==> config.mk <==
export PLATFORM = sky130hd
export DESIGN_NAME = mem_bus_access
export DESIGN_NICKNAME = d
export VERILOG_FILES = /design/src/rtl/mem_bus_access.sv
export SDC_FILE = /design/constraint.sdc
export NUM_CORES = 1
export LEC_CHECK = 0
export ABC_CLOCK_PERIOD_IN_PS = 2890
export CORE_ASPECT_RATIO = 0.5
export CORE_MARGIN = 4
export CORE_UTILIZATION = 36
export CTS_CLUSTER_SIZE = 30
export DETAILED_ROUTE_END_ITERATION = 10
export PLACE_DENSITY = 0.81
export SYNTH_ARGS = -nofsm -noshare
export SYNTH_HDL_FRONTEND = slang
export SYNTH_SLANG_ARGS = --single-unit
==> constraint.sdc <==
create_clock -name clk -period 2.89 [get_ports clk]
set_input_delay 0.578 -clock clk [delete_from_list [all_inputs] [get_ports clk]]
set_output_delay 0.578 -clock clk [all_outputs]
set_load 0.1 [all_outputs]
==> src/rtl/mem_bus_access.sv <==
// MEM stage of the 5-stage MIPS pipeline: byte/half/word loads and stores over a req/ack bus,
// with a transfer timeout and a stall request while a transfer is outstanding.
module mem_bus_access #(
    parameter int TIMEOUT = 16
) (
    input  logic        clk,
    input  logic        rst,
    input  logic        mem_hold_i,
    input  logic [4:0]  wd_i,
    input  logic        wreg_i,
    input  logic [31:0] wdata_i,
    input  logic [31:0] hi_i,
    input  logic [31:0] lo_i,
    input  logic        whilo_i,
    input  logic [7:0]  aluop_i,
    input  logic [31:0] mem_addr_i,
    input  logic [31:0] reg2_i,
    output logic [4:0]  wd_o,
    output logic        wreg_o,
    output logic [31:0] wdata_o,
    output logic [31:0] hi_o,
    output logic [31:0] lo_o,
    output logic        whilo_o,
    output logic        stallreq_o,
    output logic        bus_req_o,
    output logic        bus_we_o,
    output logic [31:0] bus_addr_o,
    output logic [3:0]  bus_sel_o,
    output logic [31:0] bus_wdata_o,
    input  logic        bus_ack_i,
    input  logic [31:0] bus_rdata_i,
    output logic        bus_err_o,
    output logic        misalign_o
);
    // state  | meaning
    // S_IDLE | no transfer; aligned memory op launches one at the next edge
    // S_WAIT | request on the bus, counting cycles without ack
    // S_DONE | transfer finished (data or timeout), held while mem_hold_i
    typedef enum logic [1:0] {S_IDLE, S_WAIT, S_DONE} state_t;

    localparam int CNT_W = $clog2(TIMEOUT + 1);

    state_t             state_q, state_d;
    logic               bus_req_q, bus_req_d;
    logic               bus_we_q, bus_we_d;
    logic [31:0]        bus_addr_q, bus_addr_d;
    logic [3:0]         bus_sel_q, bus_sel_d;
    logic [31:0]        bus_wdata_q, bus_wdata_d;
    logic [CNT_W-1:0]   cnt_q, cnt_d, cnt_inc;
    logic [31:0]        rdata_q, rdata_d;
    logic               err_q, err_d;

    logic        is_load, is_store, is_mem, ld_signed, misalign;
    logic [1:0]  size;
    logic [3:0]  sel_n;
    logic [31:0] wdata_n, load_data;
    logic [7:0]  lane_b;
    logic [15:0] lane_h;

    always_comb begin
        is_load   = 1'b0;
        is_store  = 1'b0;
        ld_signed = 1'b0;
        size      = 2'd2;
        case (aluop_i)
            8'hE0: begin is_load = 1'b1; ld_signed = 1'b1; size = 2'd0; end
            8'hE1: begin is_load = 1'b1; ld_signed = 1'b1; size = 2'd1; end
            8'hE3: begin is_load = 1'b1; size = 2'd2; end
            8'hE4: begin is_load = 1'b1; size = 2'd0; end
            8'hE5: begin is_load = 1'b1; size = 2'd1; end
            8'hE8: begin is_store = 1'b1; size = 2'd0; end
            8'hE9: begin is_store = 1'b1; size = 2'd1; end
            8'hEB: begin is_store = 1'b1; size = 2'd2; end
            default: ;
        endcase
        is_mem   = is_load | is_store;
        misalign = is_mem && (((size == 2'd1) && mem_addr_i[0]) ||
                              ((size == 2'd2) && (mem_addr_i[1:0] != 2'b00)));

        // Big-endian lanes: lowest address sits in bits 31:24.
        case (size)
            2'd0:    begin sel_n = 4'b1000 >> mem_addr_i[1:0]; wdata_n = {4{reg2_i[7:0]}}; end
            2'd1:    begin sel_n = mem_addr_i[1] ? 4'b0011 : 4'b1100; wdata_n = {2{reg2_i[15:0]}}; end
            default: begin sel_n = 4'b1111; wdata_n = reg2_i; end
        endcase

        case (mem_addr_i[1:0])
            2'b00:   lane_b = rdata_q[31:24];
            2'b01:   lane_b = rdata_q[23:16];
            2'b10:   lane_b = rdata_q[15:8];
            default: lane_b = rdata_q[7:0];
        endcase
        lane_h = mem_addr_i[1] ? rdata_q[15:0] : rdata_q[31:16];
        case (size)
            2'd0:    load_data = {{24{ld_signed & lane_b[7]}}, lane_b};
            2'd1:    load_data = {{16{ld_signed & lane_h[15]}}, lane_h};
            default: load_data = rdata_q;
        endcase
    end

    always_comb begin
        state_d     = state_q;
        bus_req_d   = bus_req_q;
        bus_we_d    = bus_we_q;
        bus_addr_d  = bus_addr_q;
        bus_sel_d   = bus_sel_q;
        bus_wdata_d = bus_wdata_q;
        cnt_d       = cnt_q;
        rdata_d     = rdata_q;
        err_d       = err_q;
        cnt_inc     = cnt_q + CNT_W'(1);
        case (state_q)
            S_IDLE: begin
                if (is_mem && !misalign) begin
                    state_d     = S_WAIT;
                    bus_req_d   = 1'b1;
                    bus_we_d    = is_store;
                    bus_addr_d  = {mem_addr_i[31:2], 2'b00};
                    bus_sel_d   = sel_n;
                    bus_wdata_d = wdata_n;
                    cnt_d       = '0;
                    err_d       = 1'b0;
                end
            end
            S_WAIT: begin
                // Ack is checked first so it wins over a simultaneous timeout.
                if (bus_ack_i) begin
                    rdata_d   = bus_rdata_i;
                    bus_req_d = 1'b0;
                    err_d     = 1'b0;
                    state_d   = S_DONE;
                end else begin
                    cnt_d = cnt_inc;
                    if (cnt_inc == CNT_W'(TIMEOUT)) begin
                        bus_req_d = 1'b0;
                        err_d     = 1'b1;
                        state_d   = S_DONE;
                    end
                end
            end
            S_DONE: begin
                if (!mem_hold_i) state_d = S_IDLE;
            end
            default: state_d = S_IDLE;
        endcase
    end

    always_ff @(posedge clk) begin
        if (!rst) begin
            state_q     <= S_IDLE;
            bus_req_q   <= 1'b0;
            bus_we_q    <= 1'b0;
            bus_addr_q  <= '0;
            bus_sel_q   <= '0;
            bus_wdata_q <= '0;
            cnt_q       <= '0;
            rdata_q     <= '0;
            err_q       <= 1'b0;
        end else begin
            state_q     <= state_d;
            bus_req_q   <= bus_req_d;
            bus_we_q    <= bus_we_d;
            bus_addr_q  <= bus_addr_d;
            bus_sel_q   <= bus_sel_d;
            bus_wdata_q <= bus_wdata_d;
            cnt_q       <= cnt_d;
            rdata_q     <= rdata_d;
            err_q       <= err_d;
        end
    end

    assign bus_req_o   = bus_req_q;
    assign bus_we_o    = bus_we_q;
    assign bus_addr_o  = bus_addr_q;
    assign bus_sel_o   = bus_sel_q;
    assign bus_wdata_o = bus_wdata_q;

    always_comb begin
        wd_o       = wd_i;
        wreg_o     = wreg_i & ~misalign;
        wdata_o    = wdata_i;
        hi_o       = hi_i;
        lo_o       = lo_i;
        whilo_o    = whilo_i;
        stallreq_o = 1'b0;
        bus_err_o  = 1'b0;
        misalign_o = misalign;
        case (state_q)
            S_IDLE: stallreq_o = is_mem & ~misalign;
            S_WAIT: stallreq_o = 1'b1;
            S_DONE: begin
                bus_err_o = err_q;
                if (is_load) begin
                    wdata_o = err_q ? 32'h0 : load_data;
                    if (err_q) wreg_o = 1'b0;
                end
            end
            default: ;
        endcase
        if (!rst) begin
            wd_o       = '0;
            wreg_o     = 1'b0;
            wdata_o    = '0;
            hi_o       = '0;
            lo_o       = '0;
            whilo_o    = 1'b0;
            stallreq_o = 1'b0;
            bus_err_o  = 1'b0;
            misalign_o = 1'b0;
        end
    end
endmodule

==> metrics.md <==
| Metric | Value |
|---|---|
| Num Clock Sinks | `between 100 and 150` |
| Initial DRC count | `around 480` |
| Syn Inst Count | `760` |
| Setup WS post-layout | `between 0.03 and 0.04 ns` |
| Max-cap violations | `0` |
| CP arrival | `between 2 and 2.5 ns` |
| RR Endpoint | `cnt_q[4]` |
| Share of cells above drive strength 1 | `28.7%` |
| Outcome | `completed` |
| Hold Buf Count CTS | `0` |
| Final #Nets | `1370` |
| I/O pin count | `387` |
| Area of the multi-input gates | `3730 um^2` |
| Cell-internal power | `~0.0029 W` |
| Routed vias | `slightly above 7000` |
| Drt drc | `0` |
| Initial Utilization | `between 30% and 40%` |
| WL/cell | `between 15 and 20 um` |
| Largest net degree at the start of global routing | `just under 80` |
| CP top delay family | `compound AO/OA/AOI/OAI gates` |
| Net Sw Frac | `about a third` |
| Final Critical Period | `roughly 2.9 ns` |
| CP bufs+invs | `3` |
| Post-synthesis sequential area ratio | `between 30% and 40%` |
| Primary FF master, synth | `dfxtp_1` |
| Async S/R FF share, synth | `0%` |
| Netlist Area Pre-Place | `~5800 um^2` |
| Overflow after GRT | `0` |
| Seq cells post-synth | `108` |
| Hold_sp | `bus_wdata_o[5]` |
| Net Switching | `about 0.0016 W` |
| # setup viols final | `0` |
| Die Wd | `around 190 um` |
| CP Class | `in -> out` |
| Pleak | `4.68 nW` |
| Slew HR | `46.3%` |
| GP Congestion | `approximately 1.1` |
| Crit path largest cell delay | `between 0.3 and 0.4 ns` |
| Endpoint class of the critical path | `output pin` |
| Most used cell, CP | `buf_12` |
| Post-DP HPWL | `about 21 mm` |
| Worst path cell trace | `clkdlybuf4s15_1 > a21oi_2 > and2_4 > buf_12 > nand2_8 > a22o_1 > a221o_4 > buf_12` |
| Final Hold Viols | `0` |
| Worst r2r src | `state_q[0]` |
| Average cell area after synthesis | `~7.6 um^2` |
| Gr usage total | `~28%` |
| Vias in the first global route | `slightly above 7000` |
| Setup slack, reg-to-reg | `about 1.1 ns` |
| Number of antenna diodes | `0` |
| Commonest non-fill, non-tap cell in the layout | `clkdlybuf4s50_1` |
| Tightest Pin Transition | `roughly 0.81 ns` |
| Max H-tree Level | `3` |
| Site Rows | `32` |
| WP data required | `2.31 ns` |
| Post-synth EDFFs | `0` |
| Non-filler cells, final | `about 1400` |
| Worst skew pair latency | `between 0.3 and 0.4 ns` |
| Pre-antenna DRT Iters | `5` |
| FMAX | `between 0.3 and 0.4 GHz` |
| Critical path launch point type | `input pin` |
| Total CTS buffers | `9` |
| DR vias/cell | `between 5 and 6` |
| FILL cells | `1044` |
| Area delta synth->final | `103%` |
| Final ANT Viol Nets | `0` |
| Pwr dens | `about 370 nW/um^2` |
| First-pass GRT wire length | `41.0 mm` |
| Die area | `roughly 18000 um^2` |
| Combinational power share | `36.7%` |
| Hold Crit Depth | `2` |
| Sequential cell area | `roughly 2200 um^2` |
| Final WL | `about 27 mm` |
| Final core occ | `75.7%` |
| Dpl ws | `-0.431 ns` |
| Commonest non-fill, non-tap cells in the layout | `199 x clkdlybuf4s50_1, 192 x nand2_1, 117 x buf_4, 115 x buf_12, 107 x dfxtp_1` |
| Worst clock skew | `0.0112 ns` |
| Inst Count DP | `1345` |
| Hold Path Sink | `bus_wdata_o[5]` |
| Period utilization | `98.7%` |
| Root Driver | `clkbuf_16` |
| Synthesis Warnings | `0` |
| Reg clk slew, reported paths | `0.07 ns` |
| Distinct cell type count after synthesis | `53` |
| R2R cell count | `5` |
| Clk pwr share | `slightly below 30%` |
| Fin. max-slew vios | `0` |
| Die height | `approximately 98 um` |
| CTS tree | `done` |
| Port Buf Inserts | `roughly 380` |
| CP max-delay cell | `a221o_4` |
| Initial antenna violation count | `0` |
| Worst hold path type | `reg -> reg` |
| Max VDD drop | `0.000339 V` |
| Sequential power share | `34.1%` |
| Area of the core | `about 16000 um^2` |
| Critical path peak fanout | `8` |
| Clock buffer depth | `2` |
==> layer usage <==
layer	track usage (%)	wire, um	part of all wire [%]	vias to the layer above
li1	-	-	-	3408
met1	34.7	11200	41	3448
met2	49.8	13700	50	295
met3	4.88	1490	5.5	65
met4	8.06	867	3.2	0
met5	0	0	0	-
==> synth_stat cells, types with 7 or more instances <==
| cell | number | area (um^2) |
|---|---|---|
| a211oi_1 | 20 | 150 |
| a21oi_1 | 87 | 435 |
| a221o_1 | 7 | 70.1 |
| a22o_1 | 7 | 61.3 |
| a2bb2oi_1 | 7 | 61.3 |
| and2_1 | 73 | 457 |
| buf_2 | 17 | 85.1 |
| clkbuf_1 | 38 | 143 |
| dfxtp_1 | 108 | 2160 |
| mux2_2 | 8 | 90.1 |
| mux2i_1 | 33 | 330 |
| nand2_1 | 201 | 754 |
| nor2_1 | 46 | 173 |
| nor3_1 | 8 | 40.0 |
| o211ai_1 | 10 | 75.1 |
| o21ai_0 | 10 | 50.1 |
| o21ai_2 | 10 | 87.6 |
| o221ai_1 | 8 | 70.1 |
==> per-stage QoR <==
step / total power [W] / cell area (um^2) / hold WS (ns) / TNS, ns
2_1_floorplan: 0.00237 / 5950 / 0.447 / -4.85
3_3_place_gp: 0.00312 / 11200 / 0.439 / -8.20
3_5_place_dp: 0.00313 / 11200 / 0.445 / -9.01
4_1_cts: 0.00441 / 11800 / 0.455 / 0
5_1_grt: 0.00454 / 11800 / 0.479 / -0.0431
6_report: 0.00441 / 11800 / 0.453 / 0
==> kinds of logic after synthesis <==
logic type	count (synthesis)	share of synthesized area, %
AOI/OAI and AO/OA	186	21.8
DFF	108	37.3
buffers and inverters	66	5.16
other	1	0.0647
and+or+nand+nor	356	27.8
adders and majority gates	1	0.216
muxes	42	7.64
==> power by group through the flow <==
stage                     Sequential, W  Combinational (W)  Clock, W
after CTS                       0.00150            0.00161   0.00130
after floorplan                 0.00160           0.000772         0
after global routing            0.00150            0.00166   0.00137
after global placement          0.00154            0.00158         0
after detailed placement        0.00154            0.00159         0
final                           0.00150            0.00162   0.00129
==> repair_timing <==
action                                  in CTS  in global routing
pin swaps                                   24                 15
buffers inserted                             5                  1
gates cloned                                 1                  0
gates resized for setup                     60                 14
endpoints found under the setup margin      34                 26
hold endpoints to repair                     0                  0
==> worst min-delay path: cells and delay by family (launching register included) <==
family          cells  cell delay, ns
flops               1            0.31
simple gates        1            0.05
compound gates      1            0.05
==> worst max path at each step <==
| stage | cells after the start | start | to |
|---|---|---|---|
| after floorplan | 8 | aluop_i[5] | wdata_o[22] |
| after global placement | 8 | aluop_i[5] | wdata_o[13] |
| after detailed placement | 8 | aluop_i[5] | wdata_o[9] |
| after CTS | 8 | mem_addr_i[1] | wdata_o[28] |
| after global routing | 9 | aluop_i[0] | wdata_o[28] |
| final | 8 | aluop_i[3] | wdata_o[13] |
==> registers in the layout, summed over array words and instances, names as in the netlist <==
register / flops
bus_req_o: 1
bus_wdata_o: 32
bus_sel_o: 4
bus_addr_o: 30
bus_we_o: 1
err_q: 1
cnt_q: 5
rdata_q: 32
state_q: 2
==> cell type report <==
type	count	share of cell area, %
tap	204	2.16
multi-input combinational	587	31.6
sequential	108	18.3
inverter	4	0.138
clock buffer	10	1.94
timing repair buffer	448	45.1
clock inverter	6	0.679
(Power assumes the default switching activity.)
